`config.mk`:
```
export PLATFORM = sky130hd
export DESIGN_NAME = inst_fetch_queue_flat
export DESIGN_NICKNAME = d
export VERILOG_FILES = /design/src/rtl/inst_fetch_queue_pkg.sv /design/src/rtl/inst_fetch_queue_if.sv /design/src/rtl/inst_fetch_queue_fifo.sv /design/src/rtl/inst_fetch_queue.sv /design/src/flat_wrapper.sv
export SDC_FILE = /design/constraint.sdc
export NUM_CORES = 1
export LEC_CHECK = 0
export BUFFER_PORTS_ARGS = -buffer_cell sky130_fd_sc_hd__buf_2
export CORE_ASPECT_RATIO = 1.25
export CORE_MARGIN = 1.5
export CORE_UTILIZATION = 35
export CTS_CLUSTER_SIZE = 10
export DETAILED_ROUTE_END_ITERATION = 10
export GPL_ROUTABILITY_DRIVEN = 0
export SYNTH_ARGS = -nofsm -noshare
export SYNTH_HDL_FRONTEND = slang
export SYNTH_SLANG_ARGS = --single-unit
```
`constraint.sdc`:
```
create_clock -name clock -period 5.5 [get_ports clock]
set_clock_uncertainty 0.05 [all_clocks]
set_input_delay 1.1 -clock clock [delete_from_list [all_inputs] [get_ports clock]]
set_output_delay 1.1 -clock clock [all_outputs]
set_load 0.005 [all_outputs]
```
`src/rtl/inst_fetch_queue_pkg.sv`:
```
// Shared types for the instruction fetch queue: FSM encoding,
// the NOP word, and the {inst, pc_plus4} queue entry.
package ifq_pkg;

   typedef enum logic [1:0] {
      S_IDLE  = 2'd0,
      S_WAIT  = 2'd1,
      S_DRAIN = 2'd2
   } ifq_state_e;

   localparam logic [31:0] NOP_INST = 32'h0;

   typedef struct packed {
      logic [31:0] inst;
      logic [31:0] pc_plus4;
   } ifq_entry_t;

endpackage

```
`src/rtl/inst_fetch_queue_if.sv`:
```
// Fetch queue bus: decode redirect, imem req/ack, IF/ID drain side.
// master = fetch queue, slave = decode/imem/IF-ID environment.
interface inst_fetch_queue_if #(
   parameter int DEPTH = 4
) ();
   localparam int CW = $clog2(DEPTH) + 1;

   logic          redirect;
   logic [31:0]   redirect_pc;
   logic          imem_req;
   logic [31:0]   imem_addr;
   logic          imem_ack;
   logic [31:0]   imem_rdata;
   logic          inst_valid;
   logic [31:0]   inst_out;
   logic [31:0]   pc_plus4_out;
   logic          inst_ready;
   logic [CW-1:0] count;

   modport master (
      input  redirect, redirect_pc, imem_ack, imem_rdata, inst_ready,
      output imem_req, imem_addr, inst_valid, inst_out, pc_plus4_out,
             count
   );

   modport slave (
      output redirect, redirect_pc, imem_ack, imem_rdata, inst_ready,
      input  imem_req, imem_addr, inst_valid, inst_out, pc_plus4_out,
             count
   );
endinterface

```
`src/rtl/inst_fetch_queue_fifo.sv`:
```
// Circular FIFO of fetch entries with clear/push/pop and head/count.
// Ports: clk_i, rst_ni, clear_i, push_i, pop_i, data_i, head_o, empty_o, count_o.
module inst_fifo
   import ifq_pkg::*;
#(
   parameter  int DEPTH = 4,
   localparam int AW    = $clog2(DEPTH),
   localparam int CW    = AW + 1
) (
   input  logic          clk_i,
   input  logic          rst_ni,
   input  logic          clear_i,
   input  logic          push_i,
   input  logic          pop_i,
   input  ifq_entry_t    data_i,
   output ifq_entry_t    head_o,
   output logic          empty_o,
   output logic [CW-1:0] count_o
);

   // Pointers carry an extra wrap bit so full and empty differ.
   logic [AW:0] rd_q, wr_q;
   ifq_entry_t  mem_q [DEPTH];
   logic        full, do_push, do_pop;

   assign count_o = wr_q - rd_q;
   assign empty_o = (wr_q == rd_q);
   assign full    = (count_o == CW'(DEPTH));
   assign do_push = push_i & ~full;
   assign do_pop  = pop_i & ~empty_o;
   assign head_o  = mem_q[rd_q[AW-1:0]];

   always_ff @(posedge clk_i or negedge rst_ni) begin
      if (!rst_ni) begin
         rd_q <= '0;
         wr_q <= '0;
      end else if (clear_i) begin
         rd_q <= '0;
         wr_q <= '0;
      end else begin
         if (do_push) wr_q <= wr_q + 1'b1;
         if (do_pop)  rd_q <= rd_q + 1'b1;
      end
   end

   always_ff @(posedge clk_i or negedge rst_ni) begin
      if (!rst_ni) begin
         for (int i = 0; i < DEPTH; i++) mem_q[i] <= '0;
      end else if (do_push && !clear_i) begin
         mem_q[wr_q[AW-1:0]] <= data_i;
      end
   end

endmodule

```
`src/rtl/inst_fetch_queue.sv`:
```
// Fetch front end: owns the fetch PC, issues imem reads, buffers results.
// Ports: clock, reset (async active-low), bus (master side of the fetch bus).
module inst_fetch_queue
   import ifq_pkg::*;
#(
   parameter int          DEPTH    = 4,
   parameter logic [31:0] RESET_PC = 32'h0000_0000
) (
   input  logic               clock,
   input  logic               reset,
   inst_fetch_queue_if.master bus
);

   localparam int          CW    = $clog2(DEPTH) + 1;
   localparam logic [CW:0] LIMIT = (CW+1)'(DEPTH - 1);

   ifq_state_e    state_q, state_d;
   logic [31:0]   pc_q, pc_d;
   logic [31:0]   stale_q, stale_d;
   logic [CW-1:0] cnt;
   logic          empty;
   ifq_entry_t    head, wdata;
   logic          pop, push, ack_live, space;
   logic [CW:0]   occ;

   assign ack_live = (state_q == S_WAIT) & bus.imem_ack;
   assign pop      = ~empty & bus.inst_ready;
   assign push     = ack_live & ~bus.redirect;

   // Occupancy once this cycle's pop and push land; a new request is
   // only allowed if that still leaves a slot for its response.
   assign occ   = {1'b0, cnt} - (CW+1)'(pop) + (CW+1)'(ack_live);
   assign space = (occ <= LIMIT);

   assign wdata.inst     = bus.imem_rdata;
   assign wdata.pc_plus4 = pc_q + 32'd4;

   inst_fifo #(.DEPTH(DEPTH)) u_fifo (
      .clk_i   (clock),
      .rst_ni  (reset),
      .clear_i (bus.redirect),
      .push_i  (push),
      .pop_i   (pop & ~bus.redirect),
      .data_i  (wdata),
      .head_o  (head),
      .empty_o (empty),
      .count_o (cnt)
   );

   always_ff @(posedge clock or negedge reset) begin
      if (!reset) begin
         state_q <= S_IDLE;
         pc_q    <= RESET_PC;
         stale_q <= RESET_PC;
      end else begin
         state_q <= state_d;
         pc_q    <= pc_d;
         stale_q <= stale_d;
      end
   end

   always_comb begin
      state_d = state_q;
      pc_d    = pc_q;
      stale_d = stale_q;
      unique case (state_q)
         S_IDLE: begin
            if (bus.redirect) pc_d = bus.redirect_pc;
            else if (space)   state_d = S_WAIT;
         end
         S_WAIT: begin
            if (bus.redirect) begin
               pc_d = bus.redirect_pc;
               if (bus.imem_ack) begin
                  state_d = S_IDLE;
               end else begin
                  // Request cannot be withdrawn; keep its address on the bus.
                  stale_d = pc_q;
                  state_d = S_DRAIN;
               end
            end else if (bus.imem_ack) begin
               pc_d    = pc_q + 32'd4;
               state_d = space ? S_WAIT : S_IDLE;
            end
         end
         S_DRAIN: begin
            if (bus.redirect) pc_d = bus.redirect_pc;
            if (bus.imem_ack) state_d = S_IDLE;
         end
         default: state_d = S_IDLE;
      endcase
   end

   assign bus.imem_req     = (state_q != S_IDLE);
   assign bus.imem_addr    = (state_q == S_DRAIN) ? stale_q : pc_q;
   assign bus.inst_valid   = ~empty;
   assign bus.inst_out     = empty ? NOP_INST : head.inst;
   assign bus.pc_plus4_out = empty ? 32'h0 : head.pc_plus4;
   assign bus.count        = cnt;

endmodule

```
`src/flat_wrapper.sv`:
```
// flat-port wrapper written by rule: the top's interface ports become plain ports
module inst_fetch_queue_flat import ifq_pkg::*;
#(
   parameter int          DEPTH    = 4,
   parameter logic [31:0] RESET_PC = 32'h0000_0000
)
  (clock, reset, bus_redirect, bus_redirect_pc, bus_imem_ack, bus_imem_rdata, bus_inst_ready, bus_imem_req, bus_imem_addr, bus_inst_valid, bus_inst_out, bus_pc_plus4_out, bus_count);
  inst_fetch_queue_if #(.DEPTH(DEPTH)) bus_i ();
  input  logic clock;
  input  logic reset;
  input wire logic [$bits(bus_i.redirect)-1:0] bus_redirect;
  input wire logic [$bits(bus_i.redirect_pc)-1:0] bus_redirect_pc;
  input wire logic [$bits(bus_i.imem_ack)-1:0] bus_imem_ack;
  input wire logic [$bits(bus_i.imem_rdata)-1:0] bus_imem_rdata;
  input wire logic [$bits(bus_i.inst_ready)-1:0] bus_inst_ready;
  output wire logic [$bits(bus_i.imem_req)-1:0] bus_imem_req;
  output wire logic [$bits(bus_i.imem_addr)-1:0] bus_imem_addr;
  output wire logic [$bits(bus_i.inst_valid)-1:0] bus_inst_valid;
  output wire logic [$bits(bus_i.inst_out)-1:0] bus_inst_out;
  output wire logic [$bits(bus_i.pc_plus4_out)-1:0] bus_pc_plus4_out;
  output wire logic [$bits(bus_i.count)-1:0] bus_count;
  assign bus_i.redirect = bus_redirect;
  assign bus_i.redirect_pc = bus_redirect_pc;
  assign bus_i.imem_ack = bus_imem_ack;
  assign bus_i.imem_rdata = bus_imem_rdata;
  assign bus_i.inst_ready = bus_inst_ready;
  assign bus_imem_req = bus_i.imem_req;
  assign bus_imem_addr = bus_i.imem_addr;
  assign bus_inst_valid = bus_i.inst_valid;
  assign bus_inst_out = bus_i.inst_out;
  assign bus_pc_plus4_out = bus_i.pc_plus4_out;
  assign bus_count = bus_i.count;
  inst_fetch_queue #(.DEPTH(DEPTH), .RESET_PC(RESET_PC)) u_core (.clock(clock), .reset(reset), .bus(bus_i));
endmodule
```
# Yosys cells after proc, flatten, opt, wreduce, memory -nomap -nowiden
# Cells that the tools add are included.
# Widths: inputs -> output; s select.
[word_totals] out_inout_bits=101 memories=0 word_cells=81 ram_bits=0 reg_bits=328 rom_bits=0 input_bits=69 latchBits=0
[op_classes] multipliers=0 order_cmp=4 n_shift=0 reduce_logical=12 muxes=25 n_bitwise=12 addsub=6 n_div=0 eq_ne=9
[ops] op="$bwmux 256" n=1
[ops] op="$mux 32" n=6
[ops] op="$mux 64" n=3
[ops] op="$bmux 64 s2" n=1
[ops] op="$demux 64 s2" n=1
[ops] op="$pmux 32 s2" n=1
[ops] op="$add 32x3->32 const B" n=1
[ops] op="$mux 2" n=6
[ops] op="$mux 3" n=4
[ops] op="$reduce_bool 2->1" n=4
[ops] op="$add 3x1->3 const B" n=2
[ops] op="$and 1x1->1" n=6
[ops] op="$ge 3x3->1 const B" n=2
[ops] op="$not 2->3" n=2
[ops] op="$pmux 2 s3" n=1
[ops] op="$reduce_and 3->1" n=2
[ops] op="$add 4x1->4" n=1
[ops] op="$le 4x2->1 const B" n=1
[ops] op="$ne 2x1->1 const B" n=2
[ops] op="$ne 2x2->1 const B" n=2
[ops] op="$not 1->1" n=4
[ops] op="$reduce_and 4->1" n=1
[ops] op="$sub 3x1->4" n=1
[ops] op="$eq 3x3->1" n=1
[ops] op="other kinds (11)" n=12

# Longest topological paths before layout
[logic_depth] depth_word=10 mapped_depth=13 ltp_nobuf=11

# Hierarchy
# A second synthesis with hierarchy kept.
[hier_totals] hier_cells=1173 area_unflattened_um2=16514.6
[by_module_without_submodules] module="inst_fifo" cells_each=664 seq_area_each_um2=6556.3 area_each_um2=11807.6 n_inst=1
[by_module_without_submodules] module="inst_fetch_queue" cells_each=509 seq_area_each_um2=1651.6 area_each_um2=4707.0 n_inst=1

# Least setup slack after synthesis
# No wires, ideal clock.
[synth_timing] path_type="register -> output" from="register u_core.u_fifo.rd_q[1]" to="output port bus_inst_out[0]" n_path_buf=4 t_arrival_ns=2.158 stages_incl_launch_ff=9 t_required_ns=4.350 slack_ns=2.192 path_cell_list="dfrtp_1 -> clkbuf_1 -> buf_1 -> inv_1 -> ha_1 -> nand3_1 -> clkbuf_1 -> clkbuf_1 -> and2_1"
[synth_via] elab_chain_cells=5 word_cells_on_any_way=6 cone_classes="eq/ne (1); mux (4); bitwise (1)"
[synth_rtl] item="start: declaration" line_no="inst_fetch_queue_fifo.sv:22" text="logic [AW:0] rd_q, wr_q;"
[synth_rtl] item="start signal: assignment" line_no="inst_fetch_queue_fifo.sv:42" text="if (do_pop) rd_q <= rd_q + 1'b1;"
[synth_rtl] item="$not 2->3 (implied by the code)" line_no="inst_fetch_queue_fifo.sv:31" text="assign head_o = mem_q[rd_q[AW-1:0]];"
[synth_rtl] item="$bmux 64 s2" line_no="inst_fetch_queue_fifo.sv:31"
[synth_rtl] item="$mux 64 (implied by the code) (2 in series)" line_no="inst_fetch_queue_fifo.sv:31"
[synth_rtl] item="$mux 32 *" line_no="inst_fetch_queue.sv:97" text="assign bus.inst_out = empty ? NOP_INST : head.inst;"
[synth_rtl] item="end: declaration" line_no="flat_wrapper.sv:19" text="output wire logic [$bits(bus_i.inst_out)-1:0] bus_inst_out;"
# Mark *: on every way between the ends. The rest lies on a longest branch, timed or not. The select of a mux whose other input is x is not followed.

# Final worst setup path
[layout_timing] from="register u_core.u_fifo.rd_q[0]" to="output port bus_pc_plus4_out[13]"
[layout_via] elab_chain_cells=5 word_cells_on_any_way=6 cone_classes="eq/ne (1); mux (4); bitwise (1)"
[layout_rtl] item="$not 2->3 (implied by the code)" line_no="inst_fetch_queue_fifo.sv:31"
[layout_rtl] item="$bmux 64 s2" line_no="inst_fetch_queue_fifo.sv:31"
[layout_rtl] item="$mux 64 (implied by the code) (2 in series)" line_no="inst_fetch_queue_fifo.sv:31"
[layout_rtl] item="$mux 32 *" line_no="inst_fetch_queue.sv:98" text="assign bus.pc_plus4_out = empty ? 32'h0 : head.pc_plus4;"
[layout_rtl] item="end: declaration" line_no="flat_wrapper.sv:20" text="output wire logic [$bits(bus_i.pc_plus4_out)-1:0] bus_pc_plus4_out;"
# Marked as above.

==> results.ini <==
[placement]
dpl.cell_count = 1928
port_buffers = 169
hpwl_mm = 24.7

[critical_path]
path_class = flop to output pin
crit_fanout = 29
arrival_ns = 3.27
max_stage_delay_ns = 0.66
cpMostUsedCell = buf_4
regToRegSetupSlack_ns = 1.87
worstSetupStartpointType = flop
cpMaxStageDelayCell = dfrtp_4
cp-end-kind = output pin
worst_ep_required_time_ns = 4.35
crit_chain = buf_4 > buf_4 > mux4_2 > and2_1 > buf_2
cp_num_buf_inv = 3
crit_family = buffers and inverters

[global_routing]
antenna_found_initial = 1
grtUsageTotal = 0.171
grt_overflow = 0
grt_first_pass_wirelength_mm = 60.6
grt_max_degree = 123
grt_pass1_vias = 10562

[floorplanning]
core-area_um2 = 43900
core.rowCount = 86
die_area_um2 = 45600
die_x_um = 191
die_height_um = 238
ios = 170
start_util = 0.354

[yosys]
synth_commonest_cells = dfrtp_1 (328), nand2_1 (153), mux2_2 (145)
yosys-top-cells-area = dfrtp_1 (53%), mux2_2 (11%), mux4_2 (9.3%), o21ai_0 (4.2%), mux2_1 (4.1%)
ys_seq_area_frac = 0.529
synthCells = 1265
synth_area_um2 = 15500
syn_nets = 1346
ys_ff_latch = 328
yosys.area.top_type_share = 0.529
synth_edf_count = 0
yosysTopAreaCell = dfrtp_1
synthArstFlopShare = 1.00
syn_area_per_cell_um2 = 12.3
ys.flop_type = dfrtp_1
synth_most_common_cell = dfrtp_1
ys_warn_count = 0
synthDistinctLibCells = 53

[final_layout]
drive_gt1_frac = 0.326
area_growth_syn_to_layout_pct = 15.7
layout.nets = 1478
instances_no_fill = 1981

[power_and_ir_drop]
p_leak_nw = 8.19
max-vdd-ir-drop_mv = 0.278
powerDensity_nw_per_um2 = 499

[cts]
postCtsSetupRepairBufs = 0
clock_latency_ns = 0.53
clock_path_buffers = 3
holdBufCountCts = 0
cts.htree.levels = 2
cts_sinks = 328
numCtsBuffers = 39
cts_tree = yes
cts.clk_slew.worst_paths_ns = 0.06
cts_resized = 0
clockRootBuffer = clkbuf_16

[sta]
tightestPinTransition_ns = 1.05
finalCritPeriodShare = 0.803
period_minus_slack_ns = 4.42
drv_slew = 0
rsz0062_at_grt = false
finalSetupViolations = 0
max_freq_mhz = 226
slew_headroom = 0.301
hold_violations = 0
setup_tns_ns = 0

[routing]
drt_wl_total_mm = 38.1
drc = 0
via_per_inst = 5.19
ant_nets = 0
first_iter_violations = 453
first_pass_iters = 5
post_drt_wl_per_cell_um = 19.2
vias = 10274

[flow_run]
cap_violations = 0

[hold_path]
hp-class = flop to flop

[status]
outcome = completed

[cell usage in the layout (no fill, tap or decap), types with 2 or more instances in the layout]
master	netlist	layout
or3_1	3	3
o21ai_0	130	130
mux2_1	56	56
o21ai_1	3	2
dfrtp_1	328	326
buf_4	5	17
diode_2	0	2
a31oi_1	3	3
a41oi_1	2	2
or2_2	2	2
nand4_1	19	19
nand2b_1	2	2
a21o_1	3	3
a2bb2oi_1	10	10
clkbuf_1	45	7
nor3_1	5	5
buf_2	41	168
inv_6	0	3
mux2_2	145	145
o211ai_1	2	2
and3_1	2	2
o22ai_1	12	12
mux4_2	64	64
a32oi_1	7	7
ha_1	11	11
nand2_1	153	149
and2_1	67	67
nand3_1	20	19
nor2b_4	0	2
a21oi_1	24	24
xor2_1	20	20
xnor2_1	13	13
nand2_4	0	4
nor4_1	4	4
nor2_1	23	23
inv_1	13	13
and4_1	2	2
clkbuf_16	0	39
[state kept, by name, indices dropped and copies added, names as in the netlist]
name,cells
u_core.pc_q,32
u_core.u_fifo.wr_q,3
u_core.u_fifo.rd_q,3
u_core.state_q,2
u_core.u_fifo.mem_q,256
u_core.stale_q,32
[worst min-delay path, cell delays in order, from the launching register on]
cell and delay (ns):
dfrtp_1 0.33, nand2_1 0.04, o21ai_0 0.06
[logic make-up after synthesis]
kind of cell | synth area share
flops | 0.529
mux | 0.239
compound gates | 0.0746
buf+inv | 0.0311
simple gates | 0.0963
fa+ha+maj | 0.0102
xor+xnor | 0.0197
[power by group]
group | internal, mW | switching (mW)
sequential | 3.13 | 0.546
clock | 1.34 | 0.954
combinational | 1.56 | 1.44
[through the flow]
stage / utilization / hold slack, ns / setup WS, ns / area, µm² / power [mW]
floorplan: - / 0.395 / 2.19 / 15500 / 5.63
global placement: 0.384 / 0.407 / 1.54 / 16900 / 6.69
detailed placement: 0.384 / 0.416 / 1.52 / 16900 / 6.79
CTS: 0.409 / 0.428 / 0.944 / 17900 / 9.13
global route: 0.409 / 0.440 / 0.835 / 17900 / 9.58
finish: 0.409 / 0.423 / 1.08 / 18000 / 8.96
[metal layers]
layer | part of all wire | vias to the layer above | track usage
met5 | 0 | - | 0
met4 | 0.021 | 0 | 0.0497
met3 | 0.052 | 57 | 0.0274
met2 | 0.48 | 251 | 0.278
met1 | 0.44 | 5209 | 0.236
li1 | - | 4757 | -
[layout make-up]
class	count	area, µm²
diodes	2	5.00
clock buffers	47	1020
clock inverters	4	56.3
fillers	4211	26000
inverters	14	52.6
multi-input cells	827	6890
flip-flops and latches	328	8210
well taps	572	716
repair buffers	187	1000
[final timing paths]
kind,from,end,cells past startpoint
min in group asynchronous,reset,u_core.u_fifo.mem_q[253],1
hold / removal,u_core.u_fifo.mem_q[78],u_core.u_fifo.mem_q[78],2
max in group asynchronous,reset,u_core.u_fifo.mem_q[102],2
hold reg to reg,u_core.u_fifo.mem_q[78],u_core.u_fifo.mem_q[78],2
setup / recovery,u_core.u_fifo.rd_q[0],bus_pc_plus4_out[13],5
setup reg to reg,u_core.u_fifo.rd_q[0],u_core.u_fifo.mem_q[61],8
(Power assumes the default switching activity.)
